`src/rtl/ascon_perm_engine.sv`:
```
// ascon_perm_engine: iterative Ascon permutation (p^12 / p^8 / p^6), UNROLL rounds per clock.
package ascon_perm_pkg;
  typedef logic [0:4][63:0] type_state;
endpackage

module ascon_perm_engine
  import ascon_perm_pkg::*;
#(
  parameter int UNROLL        = 1,
  parameter int NB_ROUNDS_MAX = 12
) (
  input  logic       clock_i,
  input  logic       reset_i,
  input  logic       start_i,
  input  logic [1:0] mode_i,
  input  type_state  state_i,
  output type_state  state_o,
  output logic       valid_o,
  output logic       busy_o,
  output logic [3:0] round_o
);
  if (UNROLL != 1 && UNROLL != 2) begin : g_bad_unroll
    $error("ascon_perm_engine: UNROLL must be 1 or 2");
  end
  if (NB_ROUNDS_MAX != 12) begin : g_bad_rounds
    $error("ascon_perm_engine: NB_ROUNDS_MAX must be 12");
  end

  typedef enum logic [1:0] {IDLE, RUN, DONE} fsm_t;

  function automatic logic [63:0] ror(input logic [63:0] x, input int n);
    logic [127:0] d;
    d = {x, x};
    return d[n +: 64];
  endfunction

  function automatic type_state ascon_round(input type_state s, input logic [3:0] i);
    logic [63:0] x0, x1, x2, x3, x4, t0, t1, t2, t3, t4;
    x0 = s[0];
    x1 = s[1];
    x2 = s[2] ^ {56'h0, 4'hF - i, i};
    x3 = s[3];
    x4 = s[4];
    // bitsliced 5-bit S-box over all 64 columns at once
    x0 ^= x4;
    x4 ^= x3;
    x2 ^= x1;
    t0 = ~x0 & x1;
    t1 = ~x1 & x2;
    t2 = ~x2 & x3;
    t3 = ~x3 & x4;
    t4 = ~x4 & x0;
    x0 ^= t1;
    x1 ^= t2;
    x2 ^= t3;
    x3 ^= t4;
    x4 ^= t0;
    x1 ^= x0;
    x0 ^= x4;
    x3 ^= x2;
    x2 = ~x2;
    return {x0 ^ ror(x0, 19) ^ ror(x0, 28),
            x1 ^ ror(x1, 61) ^ ror(x1, 39),
            x2 ^ ror(x2, 1)  ^ ror(x2, 6),
            x3 ^ ror(x3, 10) ^ ror(x3, 17),
            x4 ^ ror(x4, 7)  ^ ror(x4, 41)};
  endfunction

  fsm_t       fsm;
  type_state  chain [UNROLL+1];
  logic [3:0] nxt_round;
  logic [3:0] start_round;

  assign chain[0] = state_o;
  for (genvar j = 0; j < UNROLL; j++) begin : g_round
    assign chain[j+1] = ascon_round(chain[j], round_o + 4'(j));
  end

  assign nxt_round   = round_o + 4'(UNROLL);
  assign start_round = mode_i == 2'b01 ? 4'd4 : mode_i == 2'b10 ? 4'd6 : 4'd0;

  always_ff @(posedge clock_i or posedge reset_i) begin
    if (reset_i) begin
      fsm     <= IDLE;
      state_o <= '0;
      round_o <= '0;
      valid_o <= 1'b0;
      busy_o  <= 1'b0;
    end else if (fsm == RUN) begin
      state_o <= chain[UNROLL];
      round_o <= nxt_round;
      if (nxt_round == 4'(NB_ROUNDS_MAX)) begin
        fsm     <= DONE;
        busy_o  <= 1'b0;
        valid_o <= 1'b1;
      end
    end else if (start_i) begin
      fsm     <= RUN;
      state_o <= state_i;
      round_o <= start_round;
      busy_o  <= 1'b1;
      valid_o <= 1'b0;
    end else begin
      fsm     <= IDLE;
      valid_o <= 1'b0;
    end
  end
endmodule

```
`config.mk`:
```
export PLATFORM = sky130hd
export DESIGN_NAME = ascon_perm_engine
export DESIGN_NICKNAME = d
export VERILOG_FILES = /design/src/rtl/ascon_perm_engine.sv
export SDC_FILE = /design/constraint.sdc
export NUM_CORES = 2
export LEC_CHECK = 0
export CORE_AREA = 5 5 252 254
export CTS_BUF_LIST = sky130_fd_sc_hd__clkbuf_16
export DETAILED_ROUTE_END_ITERATION = 7
export DIE_AREA = 0 0 257 259
export HOLD_SLACK_MARGIN = 0.03
export PLACE_DENSITY = 0.8
export SYNTH_ARGS = -nofsm -noshare
export SYNTH_HDL_FRONTEND = slang
export SYNTH_SLANG_ARGS = --single-unit
```
`constraint.sdc`:
```
create_clock -name clock_i -period 19.4 [get_ports clock_i]
set_input_delay 3.88 -clock clock_i [delete_from_list [all_inputs] [get_ports clock_i]]
set_output_delay 3.88 -clock clock_i [all_outputs]
set_load 0.02 [all_outputs]
```
==> metrics list <==
- Result of the run: completed
* Synthesized cell area: between 0.03 and 0.04 mm^2
- Hold buffer count at cts: 0
- Static timing analysis puts the maximum clock frequency at 146 MHz.
- Leading cell type by number of instances after synthesis: nand2_1
- Synthesized-area fraction occupied by ao, oa, aoi and oai cells: 0.114
* Detailed Route WL: 142000 um
- Source-to-sink clock delay at the later pin of the worst-skew pair: between 500 and 600 ps
- At the worst endpoint, the required time is 20000 ps.
* PortBufs: 650
- After detailed routing, the number of remaining DRC violations is 0.
* Count of synthesis-stage warnings from yosys: 0
* Area of the core: 0.0610 mm^2
- Measured against its own limit, the worst slew margin works out to 0.0980.
- Clock-pin slew was measured on the worst setup and hold paths at 60 ps.
* Distinct cells, synth: 30
- The die covers 0.0666 mm^2.
* Site Rows: 91
* Max Transition Viols Final: 0
* Worst setup path category: input pin to async pin
- For the final routed database, the setup TNS stands at 0 ps.
- Slew at the pin closest to its max-slew limit: 1340 ps
- The count of nets left with antenna violations once routing finished came out at 0.
* Post-cts gate resize count: 0
- Max cap viols: 0
- Overall track demand over capacity in global routing: 0.412
- For this block, the initial DRC count from the detailed router was ~3200.
* Synthesized Nets: around 3400
- Critical Path Sink Type: async pin
- In this run the number of H-tree levels came out at 2.
* Endpoints failing setup: 0
* Die outline height: roughly 260 um
* Maximum number of pins on one net before global-route repair: 215
- The routed layout has 26200 vias.
- Num CTS Buffers: 41
- The first global-routing pass estimated slightly below 200000 um of wire.
- In the finished design, the share of the clock period the worst path needs comes to 0.352.
- In the synthesized netlist, the number of instances is 2984.
- Number of hold violations in the final report: 0
* Share of synthesized cell area in full adder, half adder and majority cells: 0.0727
- Post-route worst hold slack: 521 ps
- Antenna violations before repair: 3
- The congestion estimate from routability-driven global placement came to 1.09.
- Flop and latch count out of synthesis: 327
- After detailed routing, the number of vias per cell comes to around 6.
- Dominant combinational cell family by area after synthesis: XOR/XNOR gates
* Crit path arrival time: ~7400 ps
* Share of final-layout standard cells stronger than drive strength 1: 0.0599
- Clock tree from TritonCTS: built
* Unrepaired setup endpoints after global routing: no
- Startpoint type of the worst setup path: input pin
* Yosys top cell by area: dfrtp_1
* Hold Path Class: flop to flop
* Max Root-Sink Buffers: 3
* Clock period minus final worst setup slack: approximately 6800 ps
- Sink Count: 327
- The root buffer cell chosen for the clock tree is clkbuf_16.
- The wire-length estimate of the detail-placed layout is 116000 um.
* Effective utilization at floorplan: 0.512
- Syn Area/Cell: 10.5 um^2
- Maximum net fanout on the critical path: 108
- The die is 257 um wide.
* NumNets Final: 4017
- In the synthesized netlist the dominant register cell turns out to be dfrtp_1.
- The share of synthesized area in the top cell type comes to 0.262.
- The first TritonRoute pass finished after 8 iterations.
* Area fraction in and, or, nand and nor cells after synthesis: 0.0675
- Wire length per cell: 32.5 um
- Counting flops with a built-in enable in the synthesized netlist gives 0.
- Worst clock skew: 19.2 ps
* Area growth syn-to-layout: 27.0%
* Portion of netlist area occupied by mux cells: 0.0506
- Global routing finished with a remaining overflow of 0.
* Vias in the first global route: 25500
- Number of top-level pins: 651
- In the synthesized netlist, the cells that appear most often are nand2_1, xnor2_1, dfrtp_1.
* Count of antenna diodes in the layout: 0
- Setup Fix Bufs, Post-CTS: 0
- Area share of xor/xnor cells in the synthesized design: 0.393
* Fraction of registers with async set or reset after synthesis: 1.00
- For this run, the register share of the synthesized area comes to 0.262.
* Top cells by area, synth: dfrtp_1, xnor3_1, xnor2_1
* FILL cells: 4990
path summary, 6_finish.rpt:
kind / slack (ps) / from / cells after the start / endpoint
max: 12570 / reset_i / 5 / state_o[183]
min: 520 / busy_o / 2 / busy_o
max reg2reg: 15690 / fsm[0] / 5 / state_o[282]
min reg2reg: 520 / busy_o / 2 / busy_o
max in group clock_i: 13160 / start_i / 6 / state_o[64]
min in group asynchronous: 3830 / reset_i / 2 / state_o[143]
routing by layer:
| metal | wire length (um) | global-route usage | vias up |
|---|---|---|---|
| li1 | - | - | 11300 |
| met1 | 53900 | 0.528 | 13100 |
| met2 | 65100 | 0.658 | 1611 |
| met3 | 15000 | 0.109 | 316 |
| met4 | 8170 | 0.186 | 6 |
| met5 | 34 | 0 | - |
placed cells by master (no fill, tap or decap), drive strengths merged:
cell           count
a211oi            62
a21o              34
a21oi            177
a31oi              2
buf               21
bufinv             4
clkbuf            41
clkdlybuf4s50    649
clkinv            21
clkinvlp           3
dfrtp            327
ha               130
inv              196
maj3              63
mux2i            158
nand2            390
nand2b             1
nand4              1
nor2              61
nor2b             63
nor3               1
nor3b              1
o211a            109
o21ai            172
xnor2            438
xnor3            255
xor2             210
xor3               1
per-stage QoR:
stage	instances	worst slack (ps)	area [um^2]	utilization
after floorplan	2984	6470	31300	-
after global placement	4309	11860	38400	0.630
after detailed placement	4309	11820	38400	0.630
after CTS	4381	12420	39700	0.651
after global routing	4381	12040	39700	0.651
final	4381	12570	39700	0.651
area by class of cell:
class	count	area, um^2	share of cell area
timing repair buffer	670	6690	0.168
clock inverter	31	246	0.00621
tap	790	988	0.0249
sequential	327	8180	0.206
clock buffer	41	1030	0.0258
multi-input combinational	2329	21900	0.550
inverter	193	732	0.0184
logic make-up after synthesis:
logic type	Yosys count
flops	327
fa+ha+maj	193
compound gates	556
simple gates	518
buf+inv	328
mux	158
xor+xnor	904
worst max-delay path, stage by stage:
cell	delay (ps)
clkdlybuf4s50_1	490
inv_8	530
buf_4	810
buf_4	790
buf_4	750
registers in the layout, indices dropped and copies added, names as in the netlist:
name and cells:
round_o 4, valid_o 1, state_o 320, fsm 1, busy_o 1
Power is left out: the tool's default activity adds up to more than one toggle a clock period on the data nets, which glitch-free logic cannot reach.
